--- src/rtl/job_completion_arbiter_if.sv ---
// Completion arbiter handshake bundle.
// Scheduler/engine side is master, arbiter is slave.
interface job_completion_arbiter_if #(
  parameter int KERNEL_NUM = 8,
  parameter int INFO_W     = 41,
  parameter int FIFO_DEPTH = 16
);
  localparam int CW = $clog2(FIFO_DEPTH + 1);

  logic [KERNEL_NUM-1:0] engine_start;
  logic [INFO_W-1:0]     kernel_info_i;
  logic [KERNEL_NUM-1:0] engine_done;
  logic [KERNEL_NUM-1:0] busy_o;
  logic [KERNEL_NUM-1:0] kernel_release_o;
  logic                  complete_ready_i;
  logic                  complete_push_o;
  logic [INFO_W-1:0]     return_data_o;
  logic [CW-1:0]         fifo_count_o;
  logic                  err_o;

  modport master (
    output engine_start,
    output kernel_info_i,
    output engine_done,
    output complete_ready_i,
    input  busy_o,
    input  kernel_release_o,
    input  complete_push_o,
    input  return_data_o,
    input  fifo_count_o,
    input  err_o
  );

  modport slave (
    input  engine_start,
    input  kernel_info_i,
    input  engine_done,
    input  complete_ready_i,
    output busy_o,
    output kernel_release_o,
    output complete_push_o,
    output return_data_o,
    output fifo_count_o,
    output err_o
  );
endinterface

--- src/rtl/job_completion_arbiter.sv ---
// Per-kernel job tracker with round-robin
// completion arbitration into an ordered FIFO.
module job_completion_arbiter #(
  parameter int KERNEL_NUM = 8,
  parameter int INFO_W     = 41,
  parameter int FIFO_DEPTH = 16
) (
  input logic clk,
  input logic rst,
  job_completion_arbiter_if.slave bus
);
  localparam int PW =
    (KERNEL_NUM > 1) ? $clog2(KERNEL_NUM) : 1;
  localparam int AW =
    (FIFO_DEPTH > 1) ? $clog2(FIFO_DEPTH) : 1;
  localparam int CW = $clog2(FIFO_DEPTH + 1);

  typedef enum logic [1:0] {
    IDLE = 2'd0,
    BUSY = 2'd1,
    PEND = 2'd2
  } kst_t;

  kst_t              st_q [KERNEL_NUM];
  kst_t              st_d [KERNEL_NUM];
  logic [INFO_W-1:0] info_q [KERNEL_NUM];
  logic [INFO_W-1:0] mem [FIFO_DEPTH];

  logic [KERNEL_NUM-1:0] done_prev_q;
  logic [KERNEL_NUM-1:0] done_edge;
  logic [KERNEL_NUM-1:0] idle;
  logic [KERNEL_NUM-1:0] pend;
  logic [KERNEL_NUM-1:0] gnt;
  logic [KERNEL_NUM-1:0] rel_q;
  logic [PW-1:0]         ptr_q;
  logic [PW-1:0]         gnt_idx;
  logic                  gnt_vld;
  logic [AW-1:0]         wr_ptr_q;
  logic [AW-1:0]         rd_ptr_q;
  logic [CW-1:0]         count_q;
  logic                  err_q;
  logic                  pop;
  logic                  has_room;

  assign done_edge = bus.engine_done & ~done_prev_q;
  assign has_room  = count_q < CW'(FIFO_DEPTH);
  assign pop       = bus.complete_ready_i
                   & (count_q != '0);

  // Kernel state register
  always_ff @(posedge clk) begin
    for (int k = 0; k < KERNEL_NUM; k++) begin
      if (rst) st_q[k] <= IDLE;
      else     st_q[k] <= st_d[k];
    end
  end

  // Kernel next state: start in IDLE beats a done edge
  always_comb begin
    for (int k = 0; k < KERNEL_NUM; k++) begin
      st_d[k] = st_q[k];
      unique case (st_q[k])
        IDLE: if (bus.engine_start[k]) st_d[k] = BUSY;
        BUSY: if (done_edge[k])        st_d[k] = PEND;
        PEND: if (gnt[k])              st_d[k] = IDLE;
        default:                       st_d[k] = IDLE;
      endcase
    end
  end

  // Kernel state decode
  always_comb begin
    idle = '0;
    pend = '0;
    for (int k = 0; k < KERNEL_NUM; k++) begin
      idle[k] = (st_q[k] == IDLE);
      pend[k] = (st_q[k] == PEND);
    end
  end

  // Round-robin pick of the first PEND kernel from ptr
  always_comb begin
    int s;
    logic [PW-1:0] idx;
    s       = 0;
    idx     = '0;
    gnt     = '0;
    gnt_idx = '0;
    gnt_vld = 1'b0;
    for (int i = 0; i < KERNEL_NUM; i++) begin
      s = int'(ptr_q) + i;
      if (s >= KERNEL_NUM) s = s - KERNEL_NUM;
      idx = PW'(s);
      if (!gnt_vld && has_room && pend[idx]) begin
        gnt_vld = 1'b1;
        gnt_idx = idx;
      end
    end
    if (gnt_vld) gnt[gnt_idx] = 1'b1;
  end

  // Job info capture on an accepted start
  always_ff @(posedge clk) begin
    for (int k = 0; k < KERNEL_NUM; k++) begin
      if (rst)
        info_q[k] <= '0;
      else if (bus.engine_start[k] && idle[k])
        info_q[k] <= bus.kernel_info_i;
    end
  end

  // Edge history, rr pointer, release pulse, error
  always_ff @(posedge clk) begin
    if (rst) begin
      done_prev_q <= '1;
      ptr_q       <= '0;
      rel_q       <= '0;
      err_q       <= 1'b0;
    end else begin
      done_prev_q <= bus.engine_done;
      rel_q       <= gnt;
      if (|(bus.engine_start & ~idle))
        err_q <= 1'b1;
      if (gnt_vld)
        ptr_q <= (gnt_idx == PW'(KERNEL_NUM - 1))
               ? '0 : gnt_idx + PW'(1);
    end
  end

  // FIFO storage write
  always_ff @(posedge clk) begin
    if (gnt_vld) mem[wr_ptr_q] <= info_q[gnt_idx];
  end

  // FIFO pointers and occupancy
  always_ff @(posedge clk) begin
    if (rst) begin
      wr_ptr_q <= '0;
      rd_ptr_q <= '0;
      count_q  <= '0;
    end else begin
      if (gnt_vld) wr_ptr_q <= wr_ptr_q + AW'(1);
      if (pop)     rd_ptr_q <= rd_ptr_q + AW'(1);
      unique case ({gnt_vld, pop})
        2'b10:   count_q <= count_q + CW'(1);
        2'b01:   count_q <= count_q - CW'(1);
        default: count_q <= count_q;
      endcase
    end
  end

  assign bus.busy_o           = ~idle;
  assign bus.kernel_release_o = rel_q;
  assign bus.complete_push_o  = pop;
  assign bus.return_data_o    = pop ? mem[rd_ptr_q]
                                    : '0;
  assign bus.fifo_count_o     = count_q;
  assign bus.err_o            = err_q;
endmodule

--- src/flat_wrapper.sv ---
// flat-port wrapper written by rule: the top's interface ports become plain ports
module job_completion_arbiter_flat 
#(
  parameter int KERNEL_NUM = 8,
  parameter int INFO_W     = 41,
  parameter int FIFO_DEPTH = 16
)
  (clk, rst, bus_engine_start, bus_kernel_info_i, bus_engine_done, bus_complete_ready_i, bus_busy_o, bus_kernel_release_o, bus_complete_push_o, bus_return_data_o, bus_fifo_count_o, bus_err_o);
  job_completion_arbiter_if #(.KERNEL_NUM(KERNEL_NUM), .INFO_W(INFO_W), .FIFO_DEPTH(FIFO_DEPTH)) bus_i ();
  input logic clk;
  input logic rst;
  input wire logic [$bits(bus_i.engine_start)-1:0] bus_engine_start;
  input wire logic [$bits(bus_i.kernel_info_i)-1:0] bus_kernel_info_i;
  input wire logic [$bits(bus_i.engine_done)-1:0] bus_engine_done;
  input wire logic [$bits(bus_i.complete_ready_i)-1:0] bus_complete_ready_i;
  output wire logic [$bits(bus_i.busy_o)-1:0] bus_busy_o;
  output wire logic [$bits(bus_i.kernel_release_o)-1:0] bus_kernel_release_o;
  output wire logic [$bits(bus_i.complete_push_o)-1:0] bus_complete_push_o;
  output wire logic [$bits(bus_i.return_data_o)-1:0] bus_return_data_o;
  output wire logic [$bits(bus_i.fifo_count_o)-1:0] bus_fifo_count_o;
  output wire logic [$bits(bus_i.err_o)-1:0] bus_err_o;
  assign bus_i.engine_start = bus_engine_start;
  assign bus_i.kernel_info_i = bus_kernel_info_i;
  assign bus_i.engine_done = bus_engine_done;
  assign bus_i.complete_ready_i = bus_complete_ready_i;
  assign bus_busy_o = bus_i.busy_o;
  assign bus_kernel_release_o = bus_i.kernel_release_o;
  assign bus_complete_push_o = bus_i.complete_push_o;
  assign bus_return_data_o = bus_i.return_data_o;
  assign bus_fifo_count_o = bus_i.fifo_count_o;
  assign bus_err_o = bus_i.err_o;
  job_completion_arbiter #(.KERNEL_NUM(KERNEL_NUM), .INFO_W(INFO_W), .FIFO_DEPTH(FIFO_DEPTH)) u_core (.clk(clk), .rst(rst), .bus(bus_i));
endmodule
--- config.mk ---
export PLATFORM = sky130hd
export DESIGN_NAME = job_completion_arbiter_flat
export DESIGN_NICKNAME = d
export VERILOG_FILES = /design/src/rtl/job_completion_arbiter_if.sv /design/src/rtl/job_completion_arbiter.sv /design/src/flat_wrapper.sv
export SDC_FILE = /design/constraint.sdc
export NUM_CORES = 1
export LEC_CHECK = 0
export ABC_AREA = 1
export BUFFER_PORTS_ARGS = -buffer_cell sky130_fd_sc_hd__clkbuf_2
export CORE_ASPECT_RATIO = 0.8
export CORE_MARGIN = 2
export CORE_UTILIZATION = 44
export CTS_CLUSTER_DIAMETER = 150
export DETAILED_ROUTE_END_ITERATION = 8
export GPL_TIMING_DRIVEN = 0
export HOLD_SLACK_MARGIN = 0.06
export MAX_ROUTING_LAYER = met4
export SKIP_CTS_REPAIR_TIMING = 1
export SLEW_MARGIN = 30
export SYNTH_ARGS = -nofsm -noshare
export SYNTH_HDL_FRONTEND = slang
export SYNTH_SLANG_ARGS = --single-unit
--- constraint.sdc ---
create_clock -name clk -period 6 [get_ports clk]
set_input_delay 1.2 -clock clk [delete_from_list [all_inputs] [get_ports clk]]
set_output_delay 1.2 -clock clk [all_outputs]
set_load 0.01 [all_outputs]
# Word-level counts from Yosys, hierarchy flattened
# Memory sizes are Yosys's and may differ from the RTL's. A register that Yosys moved wholly into a read port is not among the register bits.
# Index checks and enable logic that the tools add are counted.
dict set report op_classes {
  n_eq_ne 19
  reduce_logical 42
  div 0
  magnitude_cmp 19
  bitwise_logic 21
  addsub 20
  muxes 125
  multipliers 0
  shift 0
}
# op n
set ops {}
lappend ops {{2-to-1 mux 41 bit} 9}
lappend ops {{2-to-1 mux 2 bit} 32}
lappend ops {{2-to-1 mux 3 bit} 17}
lappend ops {{case mux 2 bit (3 select lines)} 8}
lappend ops {{2-to-1 mux 1 bit} 46}
lappend ops {{less-than comparator 3 x 4 -> 1 bit, second input constant} 9}
lappend ops {{greater-or-equal comparator 4 bit, second input constant} 7}
lappend ops {{binary-select mux 1 bit (select 3 bit)} 8}
lappend ops {{logical AND 1 bit} 24}
lappend ops {{subtractor 3 x 1 -> 3 bit, second input constant} 8}
lappend ops {{equality test 2 x 1 -> 1 bit, second input constant} 9}
lappend ops {{equality test 2 bit, second input constant} 9}
lappend ops {{adder 3 x 3 -> 4 bit, second input constant} 4}
lappend ops {{bitwise AND 8 bit} 2}
lappend ops {{logical NOT 2 bit} 8}
lappend ops {{NOT 8 bit} 2}
lappend ops {{bitwise OR 1 bit} 16}
lappend ops {{case mux 5 bit (2 select lines)} 1}
lappend ops {{adder 3 x 2 -> 4 bit, second input constant} 2}
lappend ops {{adder 4 x 1 -> 4 bit, second input constant} 2}
lappend ops {{2-to-1 mux 4 bit} 2}
lappend ops {{2-to-1 mux 8 bit} 1}
lappend ops {{OR reduction 8 bit} 1}
lappend ops {{logical NOT 1 bit} 7}
lappend ops {{12 further kinds} 12}
dict set report totals {
  output_inout_bits 64
  reg_bits 33
  ram_bits 1000
  latch_bits 0
  mem_bits_ro 0
  mem_count 3
}
# memory depth width rd rd_clocked_by_memory_dff wr line_no
set mem_list {}
lappend mem_list {u_core.mem 16 41 1 1 1 job_completion_arbiter.sv:27} ;# logic [INFO_W-1:0] mem [FIFO_DEPTH];
lappend mem_list {u_core.info_q 8 41 1 0 8 job_completion_arbiter.sv:26} ;# logic [INFO_W-1:0] info_q [KERNEL_NUM];
lappend mem_list {u_core.st_q 8 2 8 0 8 job_completion_arbiter.sv:24} ;# kst_t st_q [KERNEL_NUM];

# Longest topological paths before layout
# Gate-level depths: netlist of the first run.
dict set report logic_depth {
  ltp_word 42
  depth_mapped 25
  ltp_nobuf 23
}

# Worst setup path before layout of the first run
# OpenSTA, ideal clock, no wires.
dict set report synth_path {
  path_kind {input-to-reg}
  start {in bus_engine_start[2]}
  end {mem u_core.info_q[2][0], enable pin}
  setup_slack_ns 1.350
  setup_time_ns 0.496
  cell_stages 2
  t_arrival_ns 4.154
  path_cell_list {inv_1 -> o21ai_0}
}
# item line_no
set synth_rtl {}
lappend synth_rtl {{start: declaration} flat_wrapper.sv:12} ;# input wire logic [$bits(bus_i.engine_start)-1:0] bus_engine_start;
lappend synth_rtl {{end: declaration} job_completion_arbiter.sv:26}

==> metrics, run 1 <==
status finished, final reports clean; IO Pins ~120; drt drc 0; via count around 31,000; largest net degree at the start of global routing 34; WL/cell 22.7 um; final hold viol count 0; Max Cap Viol 0; fin util 0.512; synthesized area 0.0446 mm^2; nature of the critical path endpoint output port; DR iter-0 viols 3,516; initial antenna violation count 4; Die Ht 289 um; hold path start u_core.rd_ptr_q[2]$_SDFFE_PP0P_; Ys Warns 0; Distinct cells, synth 42; die area 0.104 mm^2; Final ANT Viol Nets 0; Yosys reg bits slightly above 1,000; H-tree depth 3; unrepaired setup endpoints after global routing no; register area share after synthesis 0.686; most frequent cells in the layout edfxtp_1 (984), nand2_1 (864), nor2_1 (374); area leader, netlist edfxtp_1; hold crit path type flip-flop to flip-flop; clock slew at reported path FFs 70 ps; CTS tree built; synthesis-to-finish area growth 15.6%; crit path capture bus_return_data_o[31]; Worst Path Required about 4800 ps; Longest Clk Path Bufs 3; port bufs approximately 120; Routed WL 129 mm; fin crit share 0.971; Setup-failing EPs final 0; final setup margin around 180 ps; starting density of the core 0.443; fin. max-slew vios 0; Yosys top cell area share 0.663; most common cell after layout, fill and taps aside edfxtp_1; CP arrival roughly 4600 ps; Final TNS setup 0 ps; crit-path cells clkbuf_1 -> buf_2 -> clkdlybuf4s15_1 -> clkbuf_1 -> a21oi_1 -> o21ai_0 -> o21ai_0 -> nand2_1 -> a31oi_1 -> clkbuf_2; standard-cell row count between 100 and 150; fin nets 4,328; Clock Skews 22.2 ps; Critical Setup Path Class flip-flop to output port; CTS Sinks slightly above 1,000; clock root buffer clkbuf_16; CTS Buf Count roughly 110; die width 360 um; core region area 0.101 mm^2; gr ovfl total 0; FF-to-FF End u_core.bus.fifo_count_o[4]$_SDFFE_PP0P_; slowest CP cell clkbuf_1; first-pass GRT wire length 191 mm; startpoint types flip-flop; Max Fanout on Critical Path 10; Vias/cell 5.49; Placer Congestion 0.857; share of layout cells above drive strength 1 0.109; Rel. slew slack 0.285; synth top area cells edfxtp_1 (66%), nand2_1 (7.3%), o21ai_0 (3.9%); Placement Setup Slack 755 ps; f_max 172 MHz; Worst Tran Pin Value 1070 ps; Final HPWL DP 88.4 mm; syn_area_per_cell 11.2 um^2; Post-Syn Instances 3,981; Tmin final 5820 ps; Pre-antenna DRT Iters 6; R2R depth 25; Post-Syn Nets 4,053; Skew-Pair Late Insertion Delay about 690 ps; vias in the first global route around 29,000; r2r setup slk 1410 ps; slowest stage delay, CP 830 ps; Global Route Usage Sum 0.254; r2r startpoint u_core.ptr_q[0]$_SDFFE_PP0P_
## cells by family (layout without fill, tap and decap cells)
kind of cell,after synthesis,after routing,share of synthesized area
adders and majority gates,12,12,0.00337
DFF,1037,1037,0.686
xor gates and xnor gates,8,8,0.00157
AOI/OAI and AO/OA,640,640,0.0762
muxes,164,164,0.0368
buffers and inverters,604,966,0.0567
and+or+nand+nor,1516,1516,0.139
other,0,1,0
## layer usage
layer  wire [um]  vias up  global-route usage
met5           0        -                   -
met4        2820        0              0.0562
met3       11600      186              0.0407
met2       55800     1305               0.372
met1       58300    15398               0.374
li1            -    14238                   -
## state kept, by name, indices dropped and copies added, names as in the netlist, named ones only
register	flops
u_core.wr_ptr_q	4
u_core.ptr_q	3
u_core.done_prev_q	8
u_core.st_q	16
u_core.bus.err_o	1
u_core.info_q	328
u_core.bus.kernel_release_o	8
u_core.mem	656
u_core.rd_ptr_q	4
u_core.bus.fifo_count_o	5
## layout make-up
cell class | count | area (um^2)
Antenna cell | 1 | 2.50
Buffer | 236 | 1160
Clock buffer | 135 | 2810
Clock inverter | 60 | 494
Fill cell | 8781 | 49000
Inverter | 368 | 1380
Multi-Input combinational cell | 2340 | 11600
Sequential cell | 1037 | 30600
Tap cell | 1325 | 1660
Timing Repair Buffer | 167 | 1770
## worst min-delay path by stage
| stage | end | slack (ps) | cells past startpoint |
|---|---|---|---|
| global placement | u_core.rd_ptr_q[2]$_SDFFE_PP0P_ | 480 | 2 |
| global route | u_core.st_q[1][5]$_SDFFE_PP0P_ | 540 | 3 |
| finish | u_core.rd_ptr_q[2]$_SDFFE_PP0P_ | 500 | 2 |
| detailed placement | u_core.rd_ptr_q[2]$_SDFFE_PP0P_ | 500 | 2 |
| floorplan | flip-flop | 460 | 2 |
| CTS | u_core.rd_ptr_q[2]$_SDFFE_PP0P_ | 500 | 2 |
## critical path, delay by kind of cell, from the launching register on
| family | cells | cell delay, ps |
|---|---|---|
| buf+inv | 5 | 2900 |
| compound gates | 4 | 620 |
| flops | 1 | 310 |
| simple gates | 1 | 90 |
## through the flow
| stage | area, um^2 | hold WS (ps) | instances |
|---|---|---|---|
| floorplan | 44600 | 460 | 3981 |
| global placement | 46900 | 480 | 5428 |
| detailed placement | 48200 | 497 | 5473 |
| CTS | 51500 | 504 | 5668 |
| global route | 51500 | 541 | 5669 |
| finish | 51500 | 504 | 5669 |
## cells in the mapped netlist (all sizes together)
cell type,number
a211oi,2
a21o,1
a21oi,194
a221oi,1
a31o,1
a31oi,41
buf,97
clkbuf,139
clkinv,18
dfxtp,53
edfxtp,984
ha,12
inv,350
mux2i,164
nand2,874
nand3,233
nand4,8
nor2,396
nor3,4
nor4,1
o211ai,42
o21ai,353
o21bai,2
o22ai,1
o41ai,2
xnor2,2
xor2,6
Power of run 1 is not shown: default switching activity piles up to over one toggle a cycle in this logic, so the estimate is an artifact.
==> inputs of run 2 (changes only) <==
--- a/config.mk
+++ b/config.mk
@@ -6,7 +6,7 @@
 export NUM_CORES = 1
 export LEC_CHECK = 0
 export ABC_AREA = 1
-export BUFFER_PORTS_ARGS = -buffer_cell sky130_fd_sc_hd__clkbuf_2
+export BUFFER_PORTS_ARGS = -buffer_cell sky130_fd_sc_hd__buf_2
 export CORE_ASPECT_RATIO = 0.8
 export CORE_MARGIN = 2
 export CORE_UTILIZATION = 44
==> run 2 against run 1 <==
Against the previous run: sequential share of layout area is 0.24 points lower; hold slack worse by 8.8 ps; fmax is 1.6% higher; clock skew is 8.1 ps higher; via count is 0.19% lower; final area is 0.41% higher; flip-flop and latch count stayed put; routed wire length is 0.36% higher; global-route usage is 0.059 points higher; count of clock-buffer cells in the layout is 5 lower; critical path type unchanged.
==> metrics, run 2 (synthesis gave the netlist of run 1 again) <==
Multi-input gate area 0.0116 mm^2 (unchanged); Tmin final 5730 ps (-94.3 ps); CTS tree built; core region area 0.101 mm^2 (unchanged); biggest regs u_core.mem (656), u_core.info_q (328), u_core.st_q (16); Placement Setup Slack 760 ps (+5.41 ps); initial antenna violation count 1 (-3); Largest register FFs 656 (unchanged); clock slew at reported path FFs 60 ps (about the same); f_max 175 MHz (+1.6%); Skew-Pair Late Insertion Delay 690 ps (about the same); r2r startpoint u_core.ptr_q[0]$_SDFFE_PP0P_; die area 0.104 mm^2 (unchanged); DR iter-0 viols 3,874 (+10%); die width 360 um (unchanged); port bufs 122 (unchanged); Worst Tran Pin Value 1060 ps (-8.94 ps); final setup margin 269 ps (+94.3 ps); Clock Skews 30.3 ps (+8.08 ps); Global Route Usage Sum 0.255 (+0.000591); largest net degree at the start of global routing 38 (+12%); Die Ht 289 um (unchanged); starting density of the core 0.443 (unchanged); Hold Slack 495 ps (-8.75 ps); fin nets 4,326 (-0.046%); Vias/cell 5.48 (-0.15%); Pre-antenna DRT Iters 6 (unchanged); Longest Clk Path Bufs 3 (unchanged); Reg area 0.0306 mm^2 (unchanged); fin crit share 0.955 (-0.0157); standard-cell row count 104 (unchanged); nature of the critical path endpoint output port; gr ovfl total 0 (unchanged); hold path start u_core.rd_ptr_q[2]$_SDFFE_PP0P_; Routed WL 129 mm (+0.36%); Placer Congestion 0.856 (-0.11%); status finished, final reports clean; hold crit path type flip-flop to flip-flop; clock root buffer clkbuf_16; CTS Buf Count 104 (-1.9%); final hold viol count 0 (unchanged); unrepaired setup endpoints after global routing no; Biggest register u_core.mem; Layout fillers 8,660 (-1.4%); n_diodes 0 (-1); vias in the first global route 29,297 (-0.11%); CTS Sinks 1,037 (unchanged); WL/cell 22.8 um (+0.39%); via count 31,069 (-0.19%); first-pass GRT wire length 191 mm (+0.13%); Worst Path Required 4800 ps (about the same); Rel. slew slack 0.291 (+0.00596); Final ANT Viol Nets 0 (unchanged); Final HPWL DP 88.1 mm (-0.33%); CP arrival 4530 ps (-90 ps); most frequent cells in the layout edfxtp_1 (984), nand2_1 (864), nor2_1 (374); most common cell after layout, fill and taps aside edfxtp_1; IO Pins 124 (unchanged); fin. max-slew vios 0 (unchanged); DP Cell Count 5,473 (unchanged); H-tree depth 3 (unchanged); share of layout cells above drive strength 1 0.111 (+0.00256); Finished Layout Cells 5,667 (-0.035%); drt drc 0 (unchanged); Max Cap Viol 0 (unchanged); Critical Setup Path Class flip-flop to output port; synthesis-to-finish area growth 16.0%; Setup-failing EPs final 0 (unchanged); startpoint types flip-flop; Max Fanout on Critical Path 10 (unchanged)
-- run 2: cell types whose count changed in the layout (fill, tap and decap cells not counted), moves of 2 or more --
| cell | before | now |
|---|---|---|
| inv_6 | 4 | 2 |
| clkinv_1 | 42 | 39 |
| buf_2 | 34 | 156 |
| clkbuf_16 | 107 | 109 |
| clkbuf_2 | 131 | 12 |
| clkbuf_1 | 155 | 146 |
| clkinv_2 | 21 | 23 |
| bufinv_16 | 7 | 13 |
-- run 2: cell type report --
type                    count  area share
flip-flops and latches   1037       0.592
multi-input cells        2340       0.225
clock buffers             130      0.0546
repair buffers            167      0.0344
well taps                1325      0.0320
inverters                 368      0.0267
plain buffers             236      0.0225
clock inverters            64      0.0132
-- run 2: path summary, 6_finish.rpt --
path	endpoint	slack, ps	cells after the start
max	bus_return_data_o[28]	270	11
min	u_core.rd_ptr_q[2]$_SDFFE_PP0P_	490	2
max reg2reg	u_core.bus.fifo_count_o[4]$_SDFFE_PP0P_	1300	25
min reg2reg	u_core.rd_ptr_q[2]$_SDFFE_PP0P_	490	2
-- run 2: critical path: stages (launching register included) --
cell and delay, ps:
dfxtp_1 310, clkbuf_1 590, buf_2 420, clkbuf_1 410, buf_1 730, mux2i_1 170
o211ai_1 230, o21ai_0 180, nand2_1 120, nand2_1 100, a31oi_1 370, buf_2 210
-- run 2: through the flow --
stage | util | setup TNS, ps | instance area (um^2)
6_report | 0.514 | 0 | 51700
5_1_grt | 0.514 | 0 | 51700
4_1_cts | 0.514 | 0 | 51700
3_5_place_dp | 0.479 | 0 | 48200
3_3_place_gp | 0.466 | -404340 | 46900
2_1_floorplan | - | 0 | 44600
-- run 2: layer usage --
metal	GRT usage	up-vias	routed length (um)
met2	0.372	1354	56200
li1	-	14223	-
met4	0.0596	0	2830
met5	-	-	0
met3	0.0386	185	11300
met1	0.375	15307	58600
Power of run 2 is left out for the same reason.
